===== src/rtl/permute_pkg.sv =====
// ============================================================================
// Module   : permute_pkg
// Brief    : Shared mode encodings, default geometry and lane slicing helper
//            for the permute_pipe lane permutation network.
// Revision : 1.0 - initial release
// ============================================================================
`default_nettype none

package permute_pkg;

    localparam logic PERM_GATHER  = 1'b0;
    localparam logic PERM_SCATTER = 1'b1;

    localparam int DEF_N   = 4;
    localparam int DEF_W   = 8;
    localparam int DEF_LAT = 2;

    // Bit offset of lane 'lane' inside a flat vector of 'width'-bit lanes.
    function automatic int lane_lo(input int lane, input int width);
        return lane * width;
    endfunction

endpackage

`default_nettype wire


===== src/rtl/permute_core.sv =====
// ============================================================================
// Module   : permute_core
// Brief    : Combinational gather/scatter lane permutation for one beat.
//            Collision detection built only with PERMUTE_COLLISION_DET_EN.
// Revision : 1.0 - initial release
// ============================================================================
`default_nettype none

module permute_core
    import permute_pkg::*;
#(
    parameter int N    = DEF_N,
    parameter int W    = DEF_W,
    parameter int SELW = $clog2(N)
) (
    input  logic            i_mode,
    input  logic [N*W-1:0]  i_data,
    input  logic [N*SELW-1:0] i_sel,
    output logic [N*W-1:0]  o_data,
    output logic [N-1:0]    o_lane_vld,
    output logic            o_collision
);

    always_comb begin
        o_data      = '0;
        o_lane_vld  = '0;
        o_collision = 1'b0;
        if (i_mode == PERM_GATHER) begin
            o_lane_vld = '1;
            for (int i = 0; i < N; i++) begin
                o_data[lane_lo(i, W) +: W] =
                    i_data[lane_lo(int'(i_sel[lane_lo(i, SELW) +: SELW]), W) +: W];
            end
        end else begin
            // Ascending source scan: the last (highest-index) writer wins.
            for (int j = 0; j < N; j++) begin
                for (int i = 0; i < N; i++) begin
                    if (int'(i_sel[lane_lo(i, SELW) +: SELW]) == j) begin
`ifdef PERMUTE_COLLISION_DET_EN
                        if (o_lane_vld[j]) begin
                            o_collision = 1'b1;
                        end
`endif
                        o_data[lane_lo(j, W) +: W] = i_data[lane_lo(i, W) +: W];
                        o_lane_vld[j] = 1'b1;
                    end
                end
            end
        end
    end

endmodule

`default_nettype wire


===== src/rtl/permute_pipe.sv =====
// ============================================================================
// Module   : permute_pipe
// Brief    : LAT-stage valid/ready pipeline around permute_core. Collision
//            flag and sticky error exist only with PERMUTE_COLLISION_DET_EN.
// Revision : 1.0 - initial release
// ============================================================================
`default_nettype none

module permute_pipe
    import permute_pkg::*;
#(
    parameter int N    = DEF_N,
    parameter int W    = DEF_W,
    parameter int SELW = $clog2(N),
    parameter int LAT  = DEF_LAT
) (
    input  logic              clk,
    input  logic              rst,
    input  logic              in_valid,
    output logic              in_ready,
    input  logic              in_mode,
    input  logic [N*W-1:0]    in_data,
    input  logic [N*SELW-1:0] in_sel,
    output logic              out_valid,
    input  logic              out_ready,
    output logic [N*W-1:0]    out_data,
    output logic [N-1:0]      out_lane_vld,
    output logic              out_collision,
    output logic              err_sticky
);

    logic [N*W-1:0] w_perm_data;
    logic [N-1:0]   w_perm_mask;
    logic           w_perm_coll;
    logic           w_advance;

    logic           r_vld  [LAT];
    logic [N*W-1:0] r_data [LAT];
    logic [N-1:0]   r_mask [LAT];

    permute_core #(
        .N    (N),
        .W    (W),
        .SELW (SELW)
    ) u_core (
        .i_mode      (in_mode),
        .i_data      (in_data),
        .i_sel       (in_sel),
        .o_data      (w_perm_data),
        .o_lane_vld  (w_perm_mask),
        .o_collision (w_perm_coll)
    );

    // Whole pipeline moves in lockstep; bubbles are kept, never squeezed.
    assign w_advance = !out_valid || out_ready;
    assign in_ready  = w_advance;

    always_ff @(posedge clk or posedge rst) begin
        if (rst) begin
            for (int s = 0; s < LAT; s++) begin
                r_vld[s]  <= 1'b0;
                r_data[s] <= '0;
                r_mask[s] <= '0;
            end
        end else if (w_advance) begin
            r_vld[0]  <= in_valid;
            r_data[0] <= w_perm_data;
            r_mask[0] <= w_perm_mask;
            for (int s = 1; s < LAT; s++) begin
                r_vld[s]  <= r_vld[s-1];
                r_data[s] <= r_data[s-1];
                r_mask[s] <= r_mask[s-1];
            end
        end
    end

    assign out_valid    = r_vld[LAT-1];
    assign out_data     = r_data[LAT-1];
    assign out_lane_vld = r_mask[LAT-1];

`ifdef PERMUTE_COLLISION_DET_EN
    logic r_coll [LAT];
    logic r_err;

    always_ff @(posedge clk or posedge rst) begin
        if (rst) begin
            for (int s = 0; s < LAT; s++) begin
                r_coll[s] <= 1'b0;
            end
            r_err <= 1'b0;
        end else begin
            if (w_advance) begin
                r_coll[0] <= w_perm_coll;
                for (int s = 1; s < LAT; s++) begin
                    r_coll[s] <= r_coll[s-1];
                end
            end
            // Latch only once the colliding beat is actually consumed.
            if (out_valid && out_ready && r_coll[LAT-1]) begin
                r_err <= 1'b1;
            end
        end
    end

    assign out_collision = r_coll[LAT-1];
    assign err_sticky    = r_err;
`else
    // The core builds no collision logic here, so this is a constant 0.
    assign out_collision = w_perm_coll;
    assign err_sticky    = 1'b0;
`endif

endmodule

`default_nettype wire

===== config.mk =====
export PLATFORM = sky130hd
export DESIGN_NAME = permute_pipe
export DESIGN_NICKNAME = d
export VERILOG_FILES = /design/src/rtl/permute_pkg.sv /design/src/rtl/permute_core.sv /design/src/rtl/permute_pipe.sv
export SDC_FILE = /design/constraint.sdc
export NUM_CORES = 1
export LEC_CHECK = 0
export BUFFER_PORTS_ARGS = -buffer_cell sky130_fd_sc_hd__buf_2
export CORE_MARGIN = 1
export CORE_UTILIZATION = 39
export DETAILED_ROUTE_END_ITERATION = 16
export SYNTH_ARGS = -nofsm -noshare
export SYNTH_HDL_FRONTEND = slang
export SYNTH_SLANG_ARGS = --single-unit

===== constraint.sdc =====
create_clock -name clk -period 2.43 [get_ports clk]
set_clock_uncertainty 0.2 [all_clocks]
set_input_delay 0 -clock clk [delete_from_list [all_inputs] [get_ports clk]]
set_output_delay 0 -clock clk [all_outputs]
set_load 0.01 [all_outputs]

==> flow_summary.rst, run 1 <==
.. list-table::
   :header-rows: 1

   * - Metric
     - Value
   * - Status
     - completed
   * - Commonest non-fill, non-tap cell in the layout
     - nand2_1
   * - Seq cells post-synth
     - 74
   * - Largest net degree at the start of global routing
     - 58
   * - Required time at the worst-slack endpoint
     - 2450 ps
   * - Average instance area after synthesis
     - 8.87 sq um
   * - Sink Count
     - 74
   * - Final weighted congestion in routability-driven placement
     - 0.957
   * - I/O Buffers
     - 82
   * - H-Tree Depth
     - 3
   * - Worst setup slack before clock tree synthesis
     - 396 ps
   * - Number of primary I/O pins
     - 85
   * - Wire length per cell after detailed routing
     - 20.4 microns
   * - Total detailed-routing wirelength
     - 16.6 mm
   * - Worst Hold End
     - r_data[59]
   * - Final setup TNS
     - 0 ps
   * - First-iteration detailed-routing DRC count
     - 425
   * - Worst-case register-to-register setup slack
     - 160 ps
   * - Hold Path Origin
     - in_sel[3]
   * - Area Overhead vs Synth
     - 18.5%
   * - Dpl hpwl
     - 10.9 mm
   * - Total number of vias
     - 4,812
   * - Most frequently used flop master after synthesis
     - dfrtp_1
   * - Yosys cell types
     - 49
   * - Antenna diode count
     - 0
   * - Horiz. Die Dim
     - 117 microns
   * - Register cell area after layout
     - 0.00185 sq mm
   * - Worst setup EP type
     - register
   * - Sequential cell area fraction in the yosys report
     - 0.362
   * - Overall fraction of global-route tracks in use
     - 0.252
   * - Post CTS Setup Buffer Count
     - 0
   * - Type of the most critical hold path
     - primary input to register
   * - FF-to-FF path depth
     - 6
   * - Die outline height
     - 117 microns
   * - Total overflow reported by the global router
     - 0
   * - RSZ-0062 raised after global routing
     - false
   * - Startpoint class of the critical path
     - primary input
   * - CTS buffer count
     - 9
   * - Final antenna-violating net count
     - 0
   * - R2r startpoint
     - out_valid
   * - Highest fanout seen on the critical path
     - 11
   * - Clock-pin transition on the worst setup and hold timing paths
     - 60 ps
   * - Crit. Startpoint
     - in_sel[4]
   * - Cell area after synthesis
     - 0.00512 sq mm
   * - DR pass1 iterations
     - 6
   * - Longest Clk Path Bufs
     - 2
   * - Timing-limited maximum frequency
     - 0.439 GHz
   * - Mean number of vias per cell
     - 5.90
   * - Largest voltage drop on the vdd net
     - 351 uV
   * - Finished Core Util
     - 0.477
   * - Number of flops mapped to enable cells by yosys
     - 0
   * - Number of remaining DRC errors
     - 0
   * - Final worst-path cycle share
     - 0.938
   * - Nets
     - 683
   * - Initial core utilization
     - 0.402
   * - Headroom to the max-slew limit
     - 0.380
   * - Number of fillers in the final layout
     - 1,270
   * - Die Area
     - 0.0136 sq mm
   * - Share of flip-flops with an asynchronous set or reset after synthesis
     - 1.00
   * - Share of post-route cells with drive strength above 1
     - 0.244
   * - Power per standard cell area
     - 697 mW/mm^2
   * - # setup viols final
     - 0
   * - Max-slew violation count
     - 0
   * - Depth of the worst hold-timing path
     - 5
   * - Leakage power total
     - 2.66 nW
   * - Time the worst path needs with I/O delays and setup
     - 2280 ps
   * - Vias in the first global route
     - 4,543
   * - Wire length of the first global-routing pass
     - 25.2 mm
   * - Worst flop-to-flop path endpoint
     - r_data[47]
   * - Clock root cell
     - clkbuf_16
   * - Total area of multi-input combinational cells
     - 0.00269 sq mm
   * - Final worst slack
     - 150 ps
   * - Power Total
     - 0.00423 W
   * - TritonCTS clock tree
     - built
   * - Least-Margin Pin Slew
     - 928 ps
   * - Top library cells by usage in the layout, fill and taps aside
     - 132 x nand2_1, 82 x buf_2, 74 x dfrtp_1, 46 x dlygate4sd3_1, 34 x nor2_1
   * - Maximum Capacitance Violations
     - 0
   * - Site row count
     - 41
   * - Initial antenna violation count
     - 0
   * - Cells after synthesis
     - 577
   * - Setup CP Type
     - primary input to register
   * - Count of synthesis-stage warnings from yosys
     - 0
   * - Final hold viol count
     - 0
   * - Insertion delay of the later-clocked pin in the worst-skew pair
     - 340 ps
   * - Area of the core
     - 0.0127 sq mm
   * - Data arrival time of the critical path
     - 2300 ps
synthesized netlist by cell type (all sizes together), types with 2 or more instances:
library cell | count | area [sq um]
a21o | 8 | 60.1
o311a | 4 | 40.0
dfrtp | 74 | 1850
o22ai | 8 | 50.1
a211oi | 4 | 30.0
nand2 | 133 | 499
and3b | 4 | 35.0
a31oi | 16 | 100
mux2i | 2 | 20.0
a221oi | 19 | 173
o21ai | 19 | 95.1
buf | 75 | 534
nand3 | 28 | 140
nor3b | 5 | 37.5
mux2 | 10 | 113
and2 | 3 | 18.8
mux4 | 20 | 450
o211ai | 16 | 120
a311oi | 8 | 70.1
a21oi | 20 | 100
a22oi | 8 | 60.1
a211o | 4 | 35.0
nor4 | 2 | 12.5
a221o | 4 | 40.0
nor2 | 35 | 134
or2 | 3 | 21.3
nand2b | 7 | 43.8
clkbuf | 14 | 52.6
nor3 | 3 | 26.3
nor2b | 9 | 61.3
inv | 2 | 7.50
a31o | 4 | 35.0
worst max-delay path, stage by stage:
cell and delay [ps]:
buf_2 130, nor2b_1 720, nor2b_1 370, a221oi_2 400
dlygate4sd3_1 610, o31ai_2 70
per-stage QoR:
step           instances  area (sq um)  hold slack, ps
2_1_floorplan        578          5120           -87.6
3_3_place_gp         753          5270           -19.0
3_5_place_dp         753          5270           -2.65
4_1_cts              815          6060            53.5
5_1_grt              815          6070            87.4
6_report             815          6070            57.4
sequential cells by signal, summed over array words and instances, names as in the netlist:
register,flops
r_data,32
r_mask,4
out_valid,1
out_lane_vld,4
r_vld,1
out_data,32
what timing repair did:
| action | 4_1_cts | 5_1_grt |
|---|---|---|
| gates resized for setup | 0 | 4 |
| endpoints found under the setup margin | 0 | 6 |
| endpoints found under the hold margin | 65 | 0 |
| hold buffers | 46 | 0 |
layer usage:
layer	global-route usage	part of all wire	vias to the layer above
met5	0	0	-
li1	-	-	2174
met4	0.124	0.037	0
met3	0.0368	0.10	47
met2	0.378	0.44	274
met1	0.357	0.42	2317
cells by family after synthesis:
| group | after synthesis | share of synthesized area |
|---|---|---|
| AO/OA/AOI/OAI | 146 | 0.205 |
| buffers and inverters | 91 | 0.116 |
| flip-flops | 74 | 0.362 |
| multiplexers | 32 | 0.114 |
| other | 1 | 0.000733 |
| AND/OR/NAND/NOR | 233 | 0.203 |
cell type report:
cell class / instances / share of cell area
multi-input combinational: 413 / 0.443
sequential: 74 / 0.305
timing repair buffer: 138 / 0.160
clock buffer: 12 / 0.0423
tap: 172 / 0.0355
clock inverter: 4 / 0.0122
inverter: 2 / 0.00124
worst max-delay path by stage:
stage,cells after the start,to
5_1_grt,6,r_data[47]
4_1_cts,6,r_data[47]
6_report,6,r_data[54]
2_1_floorplan,1,out_data[0]
3_3_place_gp,5,r_data[45]
3_5_place_dp,5,r_data[48]
where the power goes:
part / internal [W] / switching [W] / leakage, nW
combinational: 0.000488 / 0.000648 / 1.62
sequential: 0.00147 / 0.000138 / 0.872
clock: 0.000956 / 0.000524 / 0.163
No activity file was read; power rests on OpenSTA's default activity.
==> run 2, diff against run 1 <==
--- a/config.mk
+++ b/config.mk
@@ -6,9 +6,10 @@
 export NUM_CORES = 1
 export LEC_CHECK = 0
 export BUFFER_PORTS_ARGS = -buffer_cell sky130_fd_sc_hd__buf_2
-export CORE_MARGIN = 1
+export CORE_MARGIN = 4
 export CORE_UTILIZATION = 39
 export DETAILED_ROUTE_END_ITERATION = 16
+export RECOVER_POWER = 50
 export SYNTH_ARGS = -nofsm -noshare
 export SYNTH_HDL_FRONTEND = slang
 export SYNTH_SLANG_ARGS = --single-unit
==> flow_summary.rst, run 2 (synthesis gave the netlist of run 1 again) <==
.. list-table::
   :header-rows: 1

   * - Metric
     - Value
   * - Total number of vias
     - 4,882 (+1.5%)
   * - TritonCTS clock tree
     - built
   * - Setup CP Type
     - register to register
   * - Mean number of vias per cell
     - 6.01 (+1.8%)
   * - Area Overhead vs Synth
     - 15.9%
   * - Maximum Capacitance Violations
     - 0 (unchanged)
   * - Clock root cell
     - clkbuf_16
   * - Share of post-route cells with drive strength above 1
     - 0.186 (-0.0582)
   * - Timing-limited maximum frequency
     - 0.431 GHz (-1.7%)
   * - Final weighted congestion in routability-driven placement
     - 0.940 (-1.7%)
   * - Number of primary I/O pins
     - 85 (unchanged)
   * - Worst setup slack before clock tree synthesis
     - 454 ps (+57.7 ps)
   * - First-iteration detailed-routing DRC count
     - 426 (+0.24%)
   * - Longest Clk Path Bufs
     - 2 (unchanged)
   * - Worst flop-to-flop path endpoint
     - r_data[53]
   * - Cell area after layout
     - 0.00593 sq mm (-2.2%)
   * - Kind of cell adding the most delay to the critical path
     - simple AND/OR/NAND/NOR gates
   * - RSZ-0062 raised after global routing
     - false
   * - DR pass1 iterations
     - 7 (+1)
   * - # setup viols final
     - 0 (unchanged)
   * - Placement Cell Area
     - 0.00526 sq mm (about the same)
   * - Finished Core Util
     - 0.466 (-0.0105)
   * - Largest net degree at the start of global routing
     - 37 (-36%)
   * - Final worst slack
     - 110 ps (-39.8 ps)
   * - Required time at the worst-slack endpoint
     - 2450 ps (about the same)
   * - Critical-path top delay cell
     - dlygate4sd3_1
   * - Insertion delay of the later-clocked pin in the worst-skew pair
     - 340 ps (about the same)
   * - Post CTS Setup Buffer Count
     - 0 (unchanged)
   * - I/O Buffers
     - 82 (unchanged)
   * - Post-CTS sizing
     - 0 (unchanged)
   * - Top library cells by usage in the layout, fill and taps aside
     - 133 x nand2_1, 74 x dfrtp_1, 45 x buf_2, 40 x dlygate4sd3_1, 37 x clkbuf_1
   * - Cell-by-cell listing of the critical path
     - nor2b_4 -> inv_2 -> and2_1 -> o21ai_0 -> o21ai_1 -> dlygate4sd3_1
   * - Worst setup EP type
     - register
   * - Total area of multi-input combinational cells
     - 0.00268 sq mm (-0.33%)
   * - Die Area
     - 0.0150 sq mm (+11%)
   * - Wire length of the first global-routing pass
     - 26.1 mm (+3.7%)
   * - Critical Path End
     - r_data[53]
   * - Status
     - completed
   * - Overall fraction of global-route tracks in use
     - 0.233 (-0.0196)
   * - Horiz. Die Dim
     - 123 microns (+5.1%)
   * - Headroom to the max-slew limit
     - 0.301 (-0.0786)
   * - Final setup TNS
     - 0 ps (unchanged)
   * - Crit. Startpoint
     - out_valid
   * - Vias in the first global route
     - 4,660 (+2.6%)
   * - CTS buffer count
     - 9 (unchanged)
   * - Final worst-path cycle share
     - 0.955 (+0.0164)
   * - Highest fanout seen on the critical path
     - 14 (+3)
   * - Total overflow reported by the global router
     - 0 (unchanged)
   * - Largest stage delay on the critical path
     - 560 ps (-160 ps)
   * - Final hold viol count
     - 0 (unchanged)
   * - Dpl hpwl
     - 11.4 mm (+4.8%)
   * - Sink Count
     - 74 (unchanged)
   * - Nets
     - 680 (-0.44%)
   * - Commonest non-fill, non-tap cell in the layout
     - nand2_1
   * - Die outline height
     - 123 microns (+5.1%)
   * - Number of fillers in the final layout
     - 1,302 (+2.5%)
   * - Leakage power total
     - 2.52 nW (-5.2%)
   * - Least-Margin Pin Slew
     - 1050 ps (+119 ps)
   * - Wire length per cell after detailed routing
     - 21.1 microns (+3.4%)
   * - R2r startpoint
     - out_valid
   * - Power Total
     - 0.00414 W (-2.1%)
   * - Type of the most critical hold path
     - primary input to register
   * - Number of hold buffers added after CTS
     - 40 (-13%)
   * - Clock-pin transition on the worst setup and hold timing paths
     - 60 ps (about the same)
   * - Area of the core
     - 0.0127 sq mm (unchanged)
   * - Startpoint class of the critical path
     - register
   * - Data arrival time of the critical path
     - 2340 ps (+40 ps)
   * - Time the worst path needs with I/O delays and setup
     - 2320 ps (+39.8 ps)
   * - Number of remaining DRC errors
     - 0 (unchanged)
   * - Levels on crit path
     - 6 (unchanged)
   * - Initial antenna violation count
     - 0 (unchanged)
   * - Total detailed-routing wirelength
     - 17.1 mm (+3.0%)
   * - Largest voltage drop on the vdd net
     - 298 uV (-15%)
   * - FF-to-FF path depth
     - 6 (unchanged)
   * - Register cell area after layout
     - 0.00185 sq mm (unchanged)
   * - Antenna diode count
     - 0 (unchanged)
   * - Final antenna-violating net count
     - 0 (unchanged)
   * - Power per standard cell area
     - 697 mW/mm^2 (about the same)
   * - Site row count
     - 41 (unchanged)
   * - Initial core utilization
     - 0.402 (unchanged)
   * - H-Tree Depth
     - 3 (unchanged)
   * - Buf/Inv on CP
     - 2 (unchanged)
   * - Max-slew violation count
     - 0 (unchanged)
   * - Worst-case register-to-register setup slack
     - 110 ps (-50 ps)
   * - Depth of the worst hold-timing path
     - 4 (-1)
-- run 2: changes by cell type in the layout (fill, tap and decap cells not counted), sizes merged --
cell         previous run  this run
buf                    92        56
clkbuf                 12        48
clkinv                  2         3
clkinvlp                0         2
dlygate4sd3            46        40
-- run 2: power breakdown --
part | leakage, nW | internal [W] | switching [W]
clock network | 0.151 | 0.000896 | 0.000542
logic | 1.50 | 0.000432 | 0.000653
registers | 0.872 | 0.00147 | 0.000140
-- run 2: final cells by class --
class                           instances  area share
Clock buffer                            9      0.0380
Multi-Input combinational cell        413       0.452
Clock inverter                          7      0.0158
Tap cell                              172      0.0363
Sequential cell                        74       0.312
Timing Repair Buffer                  135       0.144
Inverter                                2     0.00127
-- run 2: per-stage QoR --
step                      cells  hold slack, ps
final                       812            40.2
after global routing        812            49.1
after CTS                   812            18.6
after detailed placement    756            -101
after global placement      756            -112
after floorplan             578           -87.6
-- run 2: worst min-delay path by stage --
stage	startpoint	end	slack, ps
global route	in_data[14]	r_data[54]	50
finish	in_data[14]	r_data[46]	40
CTS	in_data[14]	r_data[46]	20
detailed placement	rst	out_data[15]	-100
global placement	rst	out_data[15]	-110
floorplan	in_valid	r_vld[1]	-90
-- run 2: worst register-to-register path: stages (launching register included) --
cell and delay, ps:
dfrtp_1 350, nor2b_4 390, inv_2 110, and2_1 340
o21ai_0 170, o21ai_1 80, dlygate4sd3_1 560
-- run 2: routing by layer --
layer,GRT usage,up-vias,share of wire
met1,0.319,2356,0.40
met5,0,-,0
met3,0.0710,50,0.12
met2,0.337,298,0.44
met4,0.106,0,0.039
li1,-,2178,-
==> run 3, diff against run 2 <==
==> constraint.sdc (replaced) <==
create_clock -name clk -period 2 [get_ports clk]
set_clock_uncertainty 0.2 [all_clocks]
set_input_delay 0.4 -clock clk [delete_from_list [all_inputs] [get_ports clk]]
set_output_delay 0.4 -clock clk [all_outputs]
set_load 0.01 [all_outputs]
==> flow_summary.rst, run 3 (synthesis gave the netlist of run 1 again) <==
.. list-table::
   :header-rows: 1

   * - Metric
     - Value
   * - Insertion delay of the later-clocked pin in the worst-skew pair
     - 330 ps (about the same)
   * - Hold Worst Slack
     - 75.5 ps (+35.3 ps)
   * - Clock-pin transition on the worst setup and hold timing paths
     - 60 ps (about the same)
   * - Sink Count
     - 74 (unchanged)
   * - Headroom to the max-slew limit
     - 0.405 (+0.103)
   * - Die Area
     - 0.0150 sq mm (unchanged)
   * - Startpoint class of the critical path
     - register
   * - Dpl hpwl
     - 11.8 mm (+3.5%)
   * - Area of the core
     - 0.0127 sq mm (unchanged)
   * - RSZ-0062 raised after global routing
     - false
   * - Setup CP Type
     - register to primary output
   * - Worst setup EP type
     - primary output
   * - Largest voltage drop on the vdd net
     - 342 uV (+15%)
   * - Initial core utilization
     - 0.402 (unchanged)
   * - Maximum Capacitance Violations
     - 0 (unchanged)
   * - Wire length per cell after detailed routing
     - 20.1 microns (-4.7%)
   * - Area Overhead vs Synth
     - 14.1%
   * - Leakage power total
     - 2.59 nW (+2.6%)
   * - Site row count
     - 41 (unchanged)
   * - Overall fraction of global-route tracks in use
     - 0.226 (-0.00696)
   * - Worst setup slack before clock tree synthesis
     - -32.3 ps (-486 ps)
   * - Highest fanout seen on the critical path
     - 15 (+1)
   * - Nets
     - 672 (-1.2%)
   * - Max-slew violation count
     - 0 (unchanged)
   * - Share of post-route cells with drive strength above 1
     - 0.277 (+0.0910)
   * - Time the worst path needs with I/O delays and setup
     - 1890 ps
   * - Number of remaining DRC errors
     - 0 (unchanged)
   * - Largest net degree at the start of global routing
     - 37 (unchanged)
   * - Final setup TNS
     - 0 ps (unchanged)
   * - Data arrival time of the critical path
     - 1290 ps (-1050 ps)
   * - Total number of vias
     - 4,693 (-3.9%)
   * - Met1 Wirelength
     - 6.94 mm (+0.19%)
   * - Status
     - completed
   * - Required time at the worst-slack endpoint
     - 1400 ps (-1050 ps)
   * - First-iteration detailed-routing DRC count
     - 401 (-5.9%)
   * - Commonest non-fill, non-tap cell in the layout
     - nand2_1
   * - Total overflow reported by the global router
     - 0 (unchanged)
   * - Mean number of vias per cell
     - 5.84 (-2.9%)
   * - Final weighted congestion in routability-driven placement
     - 0.974 (+3.6%)
   * - Longest Clk Path Bufs
     - 2 (unchanged)
   * - TritonCTS clock tree
     - built
   * - Initial antenna violation count
     - 0 (unchanged)
   * - CTS buffer count
     - 9 (unchanged)
   * - Uppermost layer routed
     - met4
   * - Die outline height
     - 123 microns (unchanged)
   * - I/O Buffers
     - 82 (unchanged)
   * - # setup viols final
     - 0 (unchanged)
   * - Top library cells by usage in the layout, fill and taps aside
     - 133 x nand2_1, 74 x dfrtp_1, 72 x buf_2, 34 x nor2_1, 34 x buf_4
   * - H-Tree Depth
     - 3 (unchanged)
   * - Type of the most critical hold path
     - primary input to register
   * - Met3 wire length
     - 1.52 mm (-23%)
   * - Horiz. Die Dim
     - 123 microns (unchanged)
   * - Antenna diode count
     - 0 (unchanged)
   * - Wire length of the first global-routing pass
     - 26.0 mm (-0.63%)
   * - Final worst-path cycle share
     - 0.946
   * - Final antenna-violating net count
     - 0 (unchanged)
   * - Number of primary I/O pins
     - 85 (unchanged)
   * - Wire length on met2
     - 7.10 mm (-6.2%)
   * - Clock root cell
     - clkbuf_16
   * - Final worst slack
     - 109 ps (-1.14 ps)
   * - Final hold viol count
     - 0 (unchanged)
   * - DR pass1 iterations
     - 5 (-2)
   * - Total detailed-routing wirelength
     - 16.2 mm (-5.6%)
   * - Least-Margin Pin Slew
     - 891 ps (-156 ps)
   * - Finished Core Util
     - 0.459 (-0.00718)
   * - Timing-limited maximum frequency
     - 0.529 GHz
   * - Power per standard cell area
     - 835 mW/mm^2 (+20%)
   * - Vias in the first global route
     - 4,708 (+1.0%)
   * - Number of fillers in the final layout
     - 1,295 (-0.54%)
==> run 3: power by group <==
part           switching [W]  total, W  internal (W)
registers           0.000161   0.00195       0.00179
logic               0.000788   0.00135      0.000558
clock network       0.000622   0.00158      0.000962
total                0.00157   0.00488       0.00331
==> run 3: worst max-delay path, cell delays in order (launching register included) <==
cell and delay [ps]:
dfrtp_1 370, nor2b_4 140, inv_2 120, buf_6 180, buf_2 150
==> run 3: timing repair <==
| action | 4_1_cts | 5_1_grt |
|---|---|---|
| hold endpoints to repair | 16 | 0 |
| resized for setup | 0 | 1 |
| buffers inserted | 0 | 0 |
| endpoints found under the setup margin | 0 | 1 |
| hold buffers | 1 | 0 |
==> run 3: worst paths after layout <==
kind                              start               to  slack [ps]  cells past startpoint
setup / recovery              out_valid         in_ready         110                      4
hold / removal                 in_valid         r_vld[1]          80                      3
setup reg to reg              out_valid       r_data[58]         240                      5
hold reg to reg            out_data[15]     out_data[15]         260                      2
max in group asynchronous           rst       r_data[41]         310                      4
min in group asynchronous           rst  out_lane_vld[3]         500                      3
==> run 3: area by class of cell <==
class	count	area, sq um	share of cell area
multi-input cells	413	2680	0.459
flip-flops and latches	74	1850	0.317
repair buffers	127	796	0.136
clock buffers	11	233	0.0398
well taps	172	215	0.0368
clock inverters	5	55.1	0.00943
inverters	2	8.76	0.00150
==> run 3: through the flow <==
step / std cells / power (W) / area (sq um)
final: 804 / 0.00488 / 5840
after global routing: 804 / 0.00517 / 5840
after CTS: 804 / 0.00494 / 5870
after detailed placement: 787 / 0.00334 / 5580
after global placement: 787 / 0.00331 / 5580
after floorplan: 578 / 0.00298 / 5130
==> run 3: per-layer routing <==
| metal | vias to the layer above | global-route usage |
|---|---|---|
| li1 | 2162 | - |
| met1 | 2221 | 0.323 |
| met2 | 271 | 0.336 |
| met3 | 39 | 0.0350 |
| met4 | 0 | 0.107 |
| met5 | - | 0 |
